`src/rtl/ysyx_25040118_lsu.sv`:
```
// Load/store unit: one outstanding byte/half/word access over a valid/ready bus,
// with load extension, store byte-lane encoding, error reporting and a bus timeout.
module ysyx_25040118_lsu #(
    parameter int unsigned TIMEOUT = 255
) (
    input  logic        clk,
    input  logic        rst,
    input  logic        in_valid,
    output logic        in_ready,
    input  logic        in_is_load,
    input  logic        in_is_store,
    input  logic [2:0]  in_funct3,
    input  logic [31:0] in_addr,
    input  logic [31:0] in_wdata,
    output logic        out_valid,
    input  logic        out_ready,
    output logic [31:0] out_rdata,
    output logic        out_err,
    output logic        mem_req_valid,
    input  logic        mem_req_ready,
    output logic [31:0] mem_addr,
    output logic        mem_wen,
    output logic [31:0] mem_wdata,
    output logic [3:0]  mem_wstrb,
    input  logic        mem_rsp_valid,
    input  logic [31:0] mem_rsp_rdata
);

    localparam int unsigned CNT_W = 16;

    typedef enum logic [1:0] {
        S_IDLE,
        S_REQ,
        S_WAIT,
        S_DONE
    } state_t;

    state_t             state_q, state_d;
    logic [CNT_W-1:0]   cnt_q, cnt_d;
    logic [2:0]         funct3_q, funct3_d;
    logic [1:0]         off_q, off_d;
    logic               is_load_q, is_load_d;
    logic [31:0]        rdata_q, rdata_d;
    logic               err_q, err_d;
    logic [31:0]        addr_q, addr_d;
    logic               wen_q, wen_d;
    logic [31:0]        wdata_q, wdata_d;
    logic [3:0]         wstrb_q, wstrb_d;

    logic               legal_c;
    logic               misaligned_c;
    logic [3:0]         strb_c;
    logic [31:0]        wdata_c;
    logic [7:0]         byte_c;
    logic [15:0]        half_c;
    logic [31:0]        load_ext_c;
    logic [CNT_W-1:0]   cnt_inc_c;
    logic               timeout_c;

    // Request decode: funct3 legality, alignment and store lane encoding
    always_comb begin
        legal_c      = 1'b0;
        misaligned_c = 1'b0;
        strb_c       = 4'b1111;
        wdata_c      = in_wdata;
        case (in_funct3)
            3'b000, 3'b001, 3'b010: legal_c = 1'b1;
            3'b100, 3'b101:         legal_c = in_is_load;
            default:                legal_c = 1'b0;
        endcase
        case (in_funct3[1:0])
            2'b00: begin
                strb_c  = 4'b0001 << in_addr[1:0];
                wdata_c = {4{in_wdata[7:0]}};
            end
            2'b01: begin
                misaligned_c = in_addr[0];
                strb_c       = 4'b0011 << in_addr[1:0];
                wdata_c      = {2{in_wdata[15:0]}};
            end
            default: misaligned_c = |in_addr[1:0];
        endcase
    end

    // Response lane selection and extension
    always_comb begin
        case (off_q)
            2'd0:    byte_c = mem_rsp_rdata[7:0];
            2'd1:    byte_c = mem_rsp_rdata[15:8];
            2'd2:    byte_c = mem_rsp_rdata[23:16];
            default: byte_c = mem_rsp_rdata[31:24];
        endcase
        half_c = off_q[1] ? mem_rsp_rdata[31:16] : mem_rsp_rdata[15:0];
        case (funct3_q)
            3'b000:  load_ext_c = {{24{byte_c[7]}}, byte_c};
            3'b001:  load_ext_c = {{16{half_c[15]}}, half_c};
            3'b100:  load_ext_c = {24'd0, byte_c};
            3'b101:  load_ext_c = {16'd0, half_c};
            default: load_ext_c = mem_rsp_rdata;
        endcase
    end

    assign cnt_inc_c = (cnt_q == '1) ? cnt_q : cnt_q + CNT_W'(1);
    assign timeout_c = (cnt_inc_c >= CNT_W'(TIMEOUT));

    // Next-state and registered-output logic
    always_comb begin
        state_d   = state_q;
        cnt_d     = cnt_q;
        funct3_d  = funct3_q;
        off_d     = off_q;
        is_load_d = is_load_q;
        rdata_d   = rdata_q;
        err_d     = err_q;
        addr_d    = addr_q;
        wen_d     = wen_q;
        wdata_d   = wdata_q;
        wstrb_d   = wstrb_q;
        case (state_q)
            S_IDLE: begin
                if (in_valid) begin
                    funct3_d  = in_funct3;
                    off_d     = in_addr[1:0];
                    is_load_d = in_is_load;
                    rdata_d   = '0;
                    err_d     = 1'b0;
                    if (!(in_is_load || in_is_store)) begin
                        state_d = S_DONE;
                    end else if (!legal_c || misaligned_c) begin
                        state_d = S_DONE;
                        err_d   = 1'b1;
                    end else begin
                        state_d = S_REQ;
                        cnt_d   = '0;
                        addr_d  = {in_addr[31:2], 2'b00};
                        wen_d   = in_is_store;
                        wdata_d = wdata_c;
                        wstrb_d = in_is_store ? strb_c : 4'b0000;
                    end
                end
            end
            S_REQ: begin
                cnt_d = cnt_inc_c;
                if (mem_req_ready) begin
                    state_d = S_WAIT;
                end else if (timeout_c) begin
                    state_d = S_DONE;
                    err_d   = 1'b1;
                    rdata_d = '0;
                end
            end
            S_WAIT: begin
                cnt_d = cnt_inc_c;
                if (mem_rsp_valid) begin
                    state_d = S_DONE;
                    err_d   = 1'b0;
                    rdata_d = is_load_q ? load_ext_c : '0;
                end else if (timeout_c) begin
                    state_d = S_DONE;
                    err_d   = 1'b1;
                    rdata_d = '0;
                end
            end
            S_DONE: begin
                if (out_ready) begin
                    state_d = S_IDLE;
                end
            end
            default: state_d = S_IDLE;
        endcase
    end

    always_ff @(posedge clk) begin
        if (rst) begin
            state_q   <= S_IDLE;
            cnt_q     <= '0;
            funct3_q  <= '0;
            off_q     <= '0;
            is_load_q <= 1'b0;
            rdata_q   <= '0;
            err_q     <= 1'b0;
            addr_q    <= '0;
            wen_q     <= 1'b0;
            wdata_q   <= '0;
            wstrb_q   <= '0;
        end else begin
            state_q   <= state_d;
            cnt_q     <= cnt_d;
            funct3_q  <= funct3_d;
            off_q     <= off_d;
            is_load_q <= is_load_d;
            rdata_q   <= rdata_d;
            err_q     <= err_d;
            addr_q    <= addr_d;
            wen_q     <= wen_d;
            wdata_q   <= wdata_d;
            wstrb_q   <= wstrb_d;
        end
    end

    assign in_ready      = (state_q == S_IDLE) && !rst;
    assign out_valid     = (state_q == S_DONE);
    assign mem_req_valid = (state_q == S_REQ);
    assign out_rdata     = rdata_q;
    assign out_err       = err_q;
    assign mem_addr      = addr_q;
    assign mem_wen       = wen_q;
    assign mem_wdata     = wdata_q;
    assign mem_wstrb     = wstrb_q;

endmodule

```
`config.mk`:
```
export PLATFORM = sky130hd
export DESIGN_NAME = ysyx_25040118_lsu
export DESIGN_NICKNAME = d
export VERILOG_FILES = /design/src/rtl/ysyx_25040118_lsu.sv
export SDC_FILE = /design/constraint.sdc
export NUM_CORES = 1
export LEC_CHECK = 0
export BUFFER_PORTS_ARGS = -buffer_cell sky130_fd_sc_hd__buf_2
export CAP_MARGIN = 0
export CORE_UTILIZATION = 55
export CTS_BUF_LIST = sky130_fd_sc_hd__clkbuf_16
export CTS_CLUSTER_DIAMETER = 40
export CTS_CLUSTER_SIZE = 8
export DETAILED_ROUTE_END_ITERATION = 6
export PLACE_DENSITY = 0.89
export SYNTH_ARGS = -nofsm -noshare
export SYNTH_HDL_FRONTEND = slang
export SYNTH_SLANG_ARGS = --single-unit
```
`constraint.sdc`:
```
create_clock -name clk -period 3.6 [get_ports clk]
set_input_delay 0.72 -clock clk [delete_from_list [all_inputs] [get_ports clk]]
set_output_delay 0.72 -clock clk [all_outputs]
set_load 0.01 [all_outputs]
```
==> run_results.csv <==
group,metric,value,unit
status,status,"finished clean",
cells_and_area,syn_to_final_growth,26.1,%
floorplanning,die_h,110,um
placed_design,io_buffers,209,
clocking,clockBufferDepth,2,
pwr,vdd_drop_max,0.460,mV
sta,finalHoldViolations,0,
placed_design,pre_cts_ws,0.858,ns
sta,min_period,2.78,ns
floorplanning,pin_count,212,
clocking,cts_tree,"built",
cells_and_area,final_common_cell,"buf_2",
cells_and_area,regArea,2480,sq um
synth,yosysSeqAreaShare,0.387,
hold_path,min_path_type,"reg2reg",
synth,synth_edf_count,0,
sta,clock_skew,0.00590,ns
grt,grt_pass1_wl,28800,um
synth,yosysWarnings,0,
cells_and_area,multi_input_area,3590,sq um
floorplanning,core_area,11400,sq um
grt,grtUsageTotal,0.309,
clocking,cts.sinks,124,
critical_path,endpoint,"out_rdata[28]",
grt,first_global_vias,5970,
detailed_routing,ant_nets,0,
detailed_routing,num_vias,7043,
detailed_routing,drt_iter0_drc,691,
critical_path,cp.depth,8,
synth,ys_types,57,
synth,async_flop_share,0,
sta,max_freq,0.360,GHz
cells_and_area,n_antenna_cell,0,
critical_path,required,3.96,ns
grt,grt_overflow,0,
floorplanning,rows,39,
cells_and_area,nets,1125,
cells_and_area,layout_common_cells,"buf_2 (208), nand2_1 (149), dfxtp_1 (124)",
clocking,cts_resized,0,
cells_and_area,drive_gt1_frac,0.258,
clocking,cts.clk_slew.worst_paths,0.06,ns
sta,worst_pin_slew,0.804,ns
critical_path,path_delay_family,"simple AND/OR/NAND/NOR gates",
synth,synthFlopType,"dfxtp_1",
critical_path,path_class,"reg2reg",
sta,setup_ws,0.823,ns
detailed_routing,first_pass_iters,6,
detailed_routing,drcViolationCount,0,
critical_path,reg2reg_depth,8,
sta,drv_slew,0,
synth,syn_avg_cell_area,7.66,sq um
sta,max_slew_margin,0.464,
clocking,holdBufCountCts,0,
sta,fin_crit_sh,0.771,
critical_path,slowest_stage,"and3b_2",
pwr,power,4650,uW
sta,setup_violations,0,
clocking,post_cts_buffers,0,
clocking,cts-root-buf,"clkbuf_16",
sta,rsz0062_at_grt,"false",
critical_path,r2r-start,"cnt_q[0]",
placed_design,place_area,7460,sq um
floorplanning,start_util,0.564,
grt,grt_max_degree,84,
pwr,powerDensity,575,nW/um^2
critical_path,path_cells,"ha_1 > and3_4 > nand2_4 > or3_1 > mux2_4 > nor4_2 > and3b_2 > a221o_1",
hold_path,hold_depth,2,
detailed_routing,wl_per_cell,16.4,um
critical_path,cpPeakStageDelay,0.51,ns
pwr,leakage,0.00345,uW
critical_path,arrival,3.14,ns
floorplanning,die_area,12100,sq um
clocking,numCtsBuffers,17,
critical_path,crit_path_start,"cnt_q[0]",
synth,syn_inst,838,
clocking,clk_latency,0.42,ns
synth,yosys_register_bits,124,
detailed_routing,wl,19200,um
sta,tns,0,ns
run,maxCapViolCount,0,
critical_path,crit_path_end_kind,"flop",
placed_design,gp_congestion,0.952,
critical_path,cp.buffers_inverters,0,
cells_and_area,fill_cells,891,
critical_path,cp-start-kind,"flop",
detailed_routing,avgViaCountPerCell,6.02,
critical_path,path_max_fanout,22,
floorplanning,die_w,110,um
synth,netlist_area,6420,sq um
critical_path,regToRegSetupSlack,0.82,ns
clocking,htree_levels,4,
placed_design,dp_hpwl,13400,um
critical_path,reg2reg_to,"out_rdata[28]",
cells_and_area,final_cell_area,8090,sq um
grt,antenna_found_initial,0,
-- final cells by class --
| class | count | area share |
|---|---|---|
| Multi-Input combinational cell | 630 | 0.444 |
| Sequential cell | 124 | 0.307 |
| Timing Repair Buffer | 220 | 0.140 |
| Clock buffer | 17 | 0.0526 |
| Clock inverter | 15 | 0.0255 |
| Tap cell | 143 | 0.0221 |
| Inverter | 20 | 0.00928 |
-- Yosys cell counts (4+ instances only) --
library cell,instances,share of area
clkbuf_1,53,0.031
ha_1,5,0.0098
and3_1,5,0.0049
a22oi_1,8,0.0094
a211oi_1,13,0.015
buf_2,5,0.0039
a311oi_1,9,0.012
a31o_1,7,0.0096
or3_1,4,0.0039
o211ai_1,22,0.026
nor2_1,73,0.043
nor3_1,15,0.012
a21boi_0,15,0.018
dfxtp_1,124,0.39
inv_1,19,0.011
a2bb2oi_1,7,0.0096
xor2_1,5,0.0068
nand3_1,22,0.017
nand2b_1,5,0.0049
and2_1,4,0.0039
mux2i_1,18,0.028
a31oi_1,4,0.0039
o21ai_0,53,0.041
nand2_1,149,0.087
nand4_1,8,0.0078
nor2b_1,5,0.0049
a221o_1,15,0.023
o22ai_1,16,0.016
o31ai_1,9,0.011
a21oi_1,90,0.070
o21a_1,10,0.012
-- cells by family (layout without fill, tap and decap cells) --
| logic type | after synthesis | after routing | synth area share |
|---|---|---|---|
| buffers and inverters | 85 | 272 | 0.0554 |
| adders and majority gates | 5 | 5 | 0.00975 |
| DFF | 124 | 124 | 0.387 |
| muxes | 22 | 22 | 0.0357 |
| other | 1 | 2 | 0.000584 |
| xor gates and xnor gates | 5 | 5 | 0.00682 |
| AOI/OAI and AO/OA | 293 | 293 | 0.297 |
| and+or+nand+nor | 303 | 303 | 0.207 |
-- per-stage QoR --
stage	hold slack [ns]	util	instances
global route	0.473	0.712	1169
detailed placement	0.443	0.656	1137
CTS	0.455	0.712	1169
floorplan	0.445	-	839
global placement	0.439	0.656	1137
finish	0.452	0.712	1169
-- per-layer routing --
metal | GRT usage | up-vias | share of wire
met5 | 0 | - | 0
met4 | 0.168 | 0 | 0.030
met3 | 0.0788 | 43 | 0.091
met2 | 0.508 | 375 | 0.48
met1 | 0.368 | 3258 | 0.40
li1 | - | 3367 | -
-- worst min path at each step --
stage	startpoint	to	slack (ns)
3_3_place_gp	mem_addr[7]	mem_addr[7]	0.44
2_1_floorplan	is_load_q	is_load_q	0.44
4_1_cts	mem_addr[25]	mem_addr[25]	0.45
3_5_place_dp	mem_wstrb[0]	mem_wstrb[0]	0.44
5_1_grt	mem_addr[12]	mem_addr[12]	0.47
6_report	mem_addr[18]	mem_addr[18]	0.45
-- state kept, by name, indices dropped and copies added (netlist names) --
register and cells:
mem_wdata 32, out_rdata 32, mem_addr 30, cnt_q 16, mem_wstrb 4, funct3_q 3, off_q 2, state_q 2
is_load_q 1, mem_wen 1, out_err 1
-- report_power, final --
group,switching (uW),internal [uW],total (uW)
combinational,842,425,1270
clock,672,1170,1840
sequential,77.7,1470,1540
total,1590,3060,4650
-- worst min-delay path: cells and delay by family (launching register included) --
kind               cells  cell delay [ns]
DFF                    1             0.30
AOI/OAI and AO/OA      1             0.05
and+or+nand+nor        1             0.05
No activity file was read; power rests on OpenSTA's default activity.
